## src/rtl/serial_adder_if.sv

```systemverilog
// rtl/serial_adder_if.sv - operand/result bundle between operand source, serial adder and result consumer
interface serial_adder_if #(
  parameter int WIDTH = 8
);
  logic             start;
  logic [WIDTH-1:0] a;
  logic [WIDTH-1:0] b;
  logic             cin;
  logic             busy;
  logic             done;
  logic [WIDTH-1:0] sum;
  logic             cout;

  modport master (
    output start, a, b, cin,
    input  busy, done, sum, cout
  );

  modport slave (
    input  start, a, b, cin,
    output busy, done, sum, cout
  );
endinterface

```

## src/rtl/serial_adder.sv

```systemverilog
// rtl/serial_adder.sv - bit-serial WIDTH-bit adder, one full-adder cell and a carry flop, LSB first
module serial_adder #(
  parameter int WIDTH = 8
) (
  input logic           clk,
  input logic           rst,
  serial_adder_if.slave bus
);
  localparam int CW = $clog2(WIDTH + 1);

  typedef enum logic {IDLE = 1'b0, RUN = 1'b1} state_e;

  state_e           state_q, state_d;
  logic [WIDTH-1:0] op_a_q, op_a_d;
  logic [WIDTH-1:0] op_b_q, op_b_d;
  logic [WIDTH-1:0] acc_q, acc_d;
  logic [WIDTH-1:0] sum_q, sum_d;
  logic             carry_q, carry_d;
  logic             cout_q, cout_d;
  logic             done_q, done_d;
  logic [CW-1:0]    cnt_q, cnt_d;
  logic             fa_s;
  logic             fa_c;
  logic             last_bit;

  assign fa_s     = op_a_q[0] ^ op_b_q[0] ^ carry_q;
  assign fa_c     = (op_a_q[0] & op_b_q[0]) | (carry_q & (op_a_q[0] ^ op_b_q[0]));
  assign last_bit = (cnt_q == CW'(WIDTH - 1));

  always_ff @(posedge clk or posedge rst) begin
    if (rst) begin
      state_q <= IDLE;
      op_a_q  <= '0;
      op_b_q  <= '0;
      acc_q   <= '0;
      sum_q   <= '0;
      carry_q <= 1'b0;
      cout_q  <= 1'b0;
      done_q  <= 1'b0;
      cnt_q   <= '0;
    end else begin
      state_q <= state_d;
      op_a_q  <= op_a_d;
      op_b_q  <= op_b_d;
      acc_q   <= acc_d;
      sum_q   <= sum_d;
      carry_q <= carry_d;
      cout_q  <= cout_d;
      done_q  <= done_d;
      cnt_q   <= cnt_d;
    end
  end

  always_comb begin
    state_d = state_q;
    op_a_d  = op_a_q;
    op_b_d  = op_b_q;
    acc_d   = acc_q;
    sum_d   = sum_q;
    carry_d = carry_q;
    cout_d  = cout_q;
    done_d  = 1'b0;
    cnt_d   = cnt_q;
    unique case (state_q)
      IDLE: begin
        if (bus.start) begin
          state_d = RUN;
          op_a_d  = bus.a;
          op_b_d  = bus.b;
          carry_d = bus.cin;
          acc_d   = '0;
          cnt_d   = '0;
        end
      end
      RUN: begin
        op_a_d  = op_a_q >> 1;
        op_b_d  = op_b_q >> 1;
        // each new sum bit enters at the MSB, so after WIDTH shifts bit 0 sits at the LSB
        acc_d   = (acc_q >> 1) | (WIDTH'(fa_s) << (WIDTH - 1));
        carry_d = fa_c;
        cnt_d   = cnt_q + CW'(1);
        if (last_bit) begin
          state_d = IDLE;
          sum_d   = acc_d;
          cout_d  = fa_c;
          done_d  = 1'b1;
        end
      end
      default: state_d = IDLE;
    endcase
  end

  always_comb begin
    bus.busy = (state_q == RUN);
    bus.done = done_q;
    bus.sum  = sum_q;
    bus.cout = cout_q;
  end
endmodule

```

## src/flat_wrapper.sv

```systemverilog
// flat-port wrapper written by rule: the top's interface ports become plain ports
module serial_adder_flat 
#(
  parameter int WIDTH = 8
)
  (clk, rst, bus_start, bus_a, bus_b, bus_cin, bus_busy, bus_done, bus_sum, bus_cout);
  serial_adder_if #(.WIDTH(WIDTH)) bus_i ();
  input logic clk;
  input logic rst;
  input wire logic [$bits(bus_i.start)-1:0] bus_start;
  input wire logic [$bits(bus_i.a)-1:0] bus_a;
  input wire logic [$bits(bus_i.b)-1:0] bus_b;
  input wire logic [$bits(bus_i.cin)-1:0] bus_cin;
  output wire logic [$bits(bus_i.busy)-1:0] bus_busy;
  output wire logic [$bits(bus_i.done)-1:0] bus_done;
  output wire logic [$bits(bus_i.sum)-1:0] bus_sum;
  output wire logic [$bits(bus_i.cout)-1:0] bus_cout;
  assign bus_i.start = bus_start;
  assign bus_i.a = bus_a;
  assign bus_i.b = bus_b;
  assign bus_i.cin = bus_cin;
  assign bus_busy = bus_i.busy;
  assign bus_done = bus_i.done;
  assign bus_sum = bus_i.sum;
  assign bus_cout = bus_i.cout;
  serial_adder #(.WIDTH(WIDTH)) u_core (.clk(clk), .rst(rst), .bus(bus_i));
endmodule
```

## config.mk

```make
export PLATFORM = sky130hd
export DESIGN_NAME = serial_adder_flat
export DESIGN_NICKNAME = d
export VERILOG_FILES = /design/src/rtl/serial_adder_if.sv /design/src/rtl/serial_adder.sv /design/src/flat_wrapper.sv
export SDC_FILE = /design/constraint.sdc
export NUM_CORES = 1
export LEC_CHECK = 0
export BUFFER_PORTS_ARGS = -buffer_cell sky130_fd_sc_hd__buf_2
export CORE_ASPECT_RATIO = 1.75
export CORE_MARGIN = 5
export CORE_UTILIZATION = 29
export CTS_BUF_LIST = sky130_fd_sc_hd__clkbuf_16
export DETAILED_ROUTE_END_ITERATION = 8
export PLACE_DENSITY_LB_ADDON = 0.12
export SETUP_SLACK_MARGIN = 0.3
export SLEW_MARGIN = 20
export SYNTH_ARGS = -nofsm -noshare
export SYNTH_HDL_FRONTEND = slang
export SYNTH_SLANG_ARGS = --single-unit
export TNS_END_PERCENT = 30
```

## constraint.sdc

```tcl
create_clock -name clk -period 2.2 [get_ports clk]
set_clock_uncertainty 0.05 [all_clocks]
set_input_delay 0.44 -clock clk [delete_from_list [all_inputs] [get_ports clk]]
set_output_delay 0.44 -clock clk [all_outputs]
set_load 0.03 [all_outputs]
```

**Yosys cells after proc, flatten, opt, wreduce, memory -nomap -nowiden**

Cells that the tools add are included.

- Add/subtract/negate cells: 1
- Eq/ne operators: 2
- Multiplexer cells: 15
- Bitwise operators: 7
- Reductions and logical operators: 1

Operators with widths:

| cell | number |
|---|---|
| 8-bit case mux with 2 select lines | 3 |
| 8-bit two-way mux | 3 |
| 7-bit by 8-bit OR with 8-bit output | 1 |
| 4-bit case mux with 2 select lines | 1 |
| 1-bit two-way mux | 5 |
| 4-bit by 1-bit adder with 4-bit output, second input constant | 1 |
| 4-bit by 3-bit equality test with 1-bit output, second input constant | 1 |
| 4-bit two-way mux | 1 |
| 1-bit case mux with 2 select lines | 2 |
| 1-bit AND | 2 |
| 2-bit inequality test, second input constant | 1 |
| 2-bit AND reduction | 1 |
| 1-bit XOR | 2 |
| 1-bit NOT | 1 |
| 1-bit OR | 1 |

- Flip-flop bits (word level): 40
- Input port bits: 20
- Output and inout port bits: 11
- Logic and storage cells: 35

**Longest topological paths before layout**

- Depth in word-level cells: 4
- Mapped depth: 5

**Least setup slack after synthesis**

Ideal clock, no wire load.

- Path kind: reg2reg
- From: register u_core.state_q, in the netlist u_core.bus.busy
- To: register u_core.cnt_q[0]
- Library setup time: 0.125 ns
- Data arrival time: 1.171 ns
- Path slack: 0.855 ns
- Cell stages (with the launch flop): 5
- Buffers on the path: 2
- Cell sequence: dfrtp_1 > buf_4 > buf_2 > nor2_1 > mux2_2

- Longest elaborated chain between the ends: 2
- Elaborated cells on any way between the ends: 3

Ends and longest elaborated chain:

| item | RTL line | text |
|---|---|---|
| start, declared | serial_adder.sv:13 | `state_e state_q, state_d;` |
| start signal, assigned | serial_adder.sv:42 | `state_q <= state_d;` |
| 1-bit NOT | - |  |
| 4-bit case mux with 2 select lines / 2-bit inequality test (equally long branches) | - |  |
| end signal, assigned | serial_adder.sv:50 | `cnt_q <= cnt_d;` |
| end, declared | serial_adder.sv:21 | `logic [CW-1:0] cnt_q, cnt_d;` |

Parallel ways exist; a longest one is shown, timed or not.
A chain may end at the register's enable or synchronous reset.

**Worst setup path in the final report**

- From: register u_core.cnt_q[0]
- To: register u_core.cout_q, in the netlist u_core.bus.cout

- Longest elaborated chain between the ends: 2

Ends and longest elaborated chain:

| item | RTL line | text |
|---|---|---|
| 4-bit by 3-bit equality test with 1-bit output | serial_adder.sv:28 | `assign last_bit = (cnt_q == CW'(WIDTH - 1));` |
| 2-bit AND reduction (no source line) | - |  |
| end signal, assigned | serial_adder.sv:48 | `cout_q <= cout_d;` |
| end, declared | serial_adder.sv:19 | `logic cout_q, cout_d;` |

No other way between the ends.

==> impl.org <==
** Synth
- A synthesized cell averages around 12 µm².
- Total nets after synthesis :: between 150 and 200
- Top-count cell post-synth :: sky130_fd_sc_hd__dfrtp_1
- By count the netlist is led by sky130_fd_sc_hd__dfrtp_1 (39), sky130_fd_sc_hd__o21ai_0 (26), sky130_fd_sc_hd__nand2_1 (24).
- Top cell type's share of synthesized area :: between 50% and 60%
- Leading register cell type out of synthesis :: sky130_fd_sc_hd__dfrtp_1
- Number of instances in the synthesized netlist :: between 100 and 150
- The synthesized design contains 0 enable-type register cells.
- Register bit total from synthesis :: 39
- The synthesized netlist occupies a cell area of 1690 µm².
- Synthesis instantiated 18 different standard cells from the library.
- Sorting the synthesized cells by area gives the leading types as sky130_fd_sc_hd__dfrtp_1 (58%), sky130_fd_sc_hd__mux2i_1 (10%), sky130_fd_sc_hd__o21ai_0 (7.7%).
- Share of the yosys chip area belonging to registers :: about 58%
- Library cell with the largest summed area after synthesis :: sky130_fd_sc_hd__dfrtp_1
- Fraction of registers with async set or reset after synthesis :: between 90% and 100%
- Yosys warns :: 0

** Cells and area
- The number of antenna diodes in the final layout is 0.
- Register Area :: approximately 980 µm²
- Footprint of the multi-input gates :: between 600 and 700 µm²
- Synthesis-to-layout area growth :: 21.4%
- Cells with a size suffix above 1 make up between 20% and 30% of the layout.
- After the last flow step, the layout net total stands at around 200.
- After the flow finishes, the layout carries non-filler instances totaling between 200 and 300.
- For this run, the share of the core covered by cells in the final layout is 36.4%.
- After filler insertion, the fill cell instance count of the layout stands at just under 600.

** Drt
- After detailed routing, the number of remaining DRC violations is 0.
- After detailed routing, the total wire length is about 3200 µm.
- Number of vias per cell :: between 4 and 5
- After the first detailed-routing iteration, the DRC count stood at 20.
- Iteration count of the initial detailed-routing pass :: 4
- Dividing the detail-routed wire length by the instance count gives ~12 µm.
- Via total after detailed routing :: about 1100
- The count of nets left with antenna violations once routing finished came out at 0.

** Clock tree
- Buffers inserted to repair hold after CTS numbered 0.
- In this run, post-CTS repair resized a total of 0 instances.
- The number of setup buffers added after CTS is 0.
- CTS sink cnt :: 39
- After clock tree synthesis, the clock-pin slew on the worst setup and hold paths is about 0.05 ns.
- TritonCTS created 5 clock buffers.
- In this run the clock root is driven by a sky130_fd_sc_hd__clkbuf_16.
- Max Buffers Root-to-Sink :: 2
- Clock tree from TritonCTS :: yes
- Number of levels in the clock H-tree :: 2
- The clock reaches the later pin of the worst-skew pair after about 0.27 ns.

** Pwr
- Combinational power share :: about a third
- Sequential cells burn 43.0% of the power.
- Internal Power :: about 0.0018 W
- Part of the power in the clock network :: 24.8%
- Total power density per cell area :: approximately 1300 nW/µm²
- Highest ir drop seen on vdd :: 0.495 mV
- Fraction of power spent switching nets :: between 30% and 40%
- Overall power :: 0.00270 W
- In this run the static leakage power is roughly 1.0 nW.
- Power spent charging and discharging nets :: 0.000938 W

** Global routing
- Initial antenna violation count :: 0
- The first global-routing pass estimated 5600 µm of wire.
- Summed over all layers, the global routing overflow is 0.
- Maximum number of pins on one net before global-route repair :: 40
- Total global-route track usage :: between 9 and 10%
- The number of global-route vias before repair is ~1200.

** Floorplan
- In this run the standard cell core region covers between 5000 and 6000 µm².
- The initial utilization of the core area, before any placement, comes to 30.0%.
- Die boundary height :: between 100 and 150 µm
- Number of placement rows :: 36
- Pin placement for this block handled 31 I/O pins.
- The die covers approximately 7500 µm².
- Die Span X :: ~68 µm

** Outcome
- Result of the run :: finished clean

** STA
- Of the available clock period, the critical path in the final layout requires 63.7%.
- Number of setup violations in the final report :: 0
- Tightest slew margin relative to the limit :: 66.2%
- For the pin with the worst max-slew slack, the measured transition is 0.506 ns.
- Time the worst path needs with I/O delays and setup :: roughly 1.4 ns
- Once routing completed, OpenROAD measured the worst setup slack at 0.799 ns.
- Setup repair after global routing left no endpoint under its margin.
- Max Transition Viols Final :: 0
- Peak Freq :: 714 MHz
- Setup TNS Final :: 0 ns
- Hold Fails Final Rpt :: 0

** Worst setup path
- For the worst setup path, the data required time is 2.31 ns.
- In this run the worst path has a maximum fanout of 10.
- STA classifies the critical path startpoint as a flip-flop.
- The critical path is of the reg2reg type.
- Data arrives at the worst endpoint at roughly 1.5 ns.
- Critical Path Sink Type :: flip-flop

** Placed design
- Final weighted congestion of routability-driven global placement :: around 0.7
- In this run, placement finished with an instance count of around 250.
- DP Wirelength :: between 2000 and 2500 µm
- At the placement stage, the worst setup path has a slack of roughly 0.66 ns.
- Port buffer count :: 30

** Job
- Max-cap violations in this run came to 0.

** Min path
- Hold WC Path Type :: in2async
[flip-flops by register name, summed over array words and instances (netlist names)]
register / count
u_core.bus.sum: 8
u_core.op_a_q: 8
u_core.op_b_q: 8
u_core.acc_q: 7
u_core.cnt_q: 4
u_core.bus.busy: 1
u_core.bus.cout: 1
u_core.bus.done: 1
u_core.carry_q: 1
[worst max-delay path, stage by stage (launching register included)]
cell,delay (ns)
sky130_fd_sc_hd__dfrtp_1,0.40
sky130_fd_sc_hd__ha_1,0.27
sky130_fd_sc_hd__nand4b_4,0.20
sky130_fd_sc_hd__mux2_2,0.36
[path summary, 6_finish.rpt]
path / from / to / slack, ns / cells past startpoint
max: u_core.cnt_q[0] / u_core.bus.cout / 0.80 / 3
min: rst / u_core.op_a_q[4] / 0.24 / 3
max reg2reg: u_core.cnt_q[0] / u_core.bus.cout / 0.80 / 3
min reg2reg: u_core.op_a_q[4] / u_core.op_a_q[3] / 0.44 / 2
max in group asynchronous: rst / u_core.op_b_q[5] / 1.51 / 3
min in group clk: bus_a[7] / u_core.op_a_q[7] / 0.36 / 3
[area by class of cell]
| cell class | count | area share [%] |
|---|---|---|
| multi-input cells | 96 | 31.6 |
| repair buffers | 35 | 9.16 |
| clock buffers | 5 | 6.11 |
| flip-flops and latches | 39 | 47.6 |
| well taps | 76 | 4.64 |
| inverters | 2 | 0.367 |
| clock inverters | 2 | 0.428 |
[routing by layer]
metal / vias up / wire length [µm] / global-route usage [%]
met5: - / 0 / 0
met4: 0 / 60 / 4.88
met3: 4 / 142 / 2.84
met2: 20 / 1650 / 15.6
met1: 540 / 1330 / 11.8
li1: 556 / - / -
[stage by stage]
step / hold slack (ns) / cell area [µm²]
floorplan: 0.399 / 1690
global placement: 0.418 / 1910
detailed placement: 0.426 / 1910
CTS: 0.271 / 2050
global route: 0.312 / 2050
finish: 0.241 / 2050
[power by group through the flow]
stage	sequential, W	clock [W]	combinational [W]
after floorplan	0.00131	0	0.000527
after global placement	0.00117	0	0.000881
after detailed placement	0.00118	0	0.000891
after CTS	0.00117	0.000696	0.000892
after global routing	0.00121	0.000721	0.000984
final	0.00116	0.000668	0.000868
[kinds of logic after synthesis]
| logic type | count (synthesis) | synth area share [%] |
|---|---|---|
| DFF | 39 | 57.9 |
| and+or+nand+nor | 41 | 12.0 |
| adders and majority gates | 2 | 1.93 |
| muxes | 27 | 16.8 |
| buffers and inverters | 11 | 3.71 |
| AOI/OAI and AO/OA | 26 | 7.71 |
[layout by cell type (no fill, tap or decap)]
cell                        count
sky130_fd_sc_hd__clkinv_2       1
sky130_fd_sc_hd__buf_2         30
sky130_fd_sc_hd__mux2_2        10
sky130_fd_sc_hd__dfrtp_1       39
sky130_fd_sc_hd__mux2i_1       17
sky130_fd_sc_hd__nand2_1       24
sky130_fd_sc_hd__clkbuf_16      5
sky130_fd_sc_hd__ha_1           1
sky130_fd_sc_hd__o21ai_0       26
sky130_fd_sc_hd__inv_1          2
sky130_fd_sc_hd__nand4b_4       1
sky130_fd_sc_hd__nor2_1         4
sky130_fd_sc_hd__nor2b_1        1
sky130_fd_sc_hd__nand4_1        1
sky130_fd_sc_hd__nand2b_1       9
sky130_fd_sc_hd__nand3_1        1
sky130_fd_sc_hd__clkinv_1       1
sky130_fd_sc_hd__buf_4          5
sky130_fd_sc_hd__fa_1           1
Note: power is estimated with default switching activity, not from simulation.
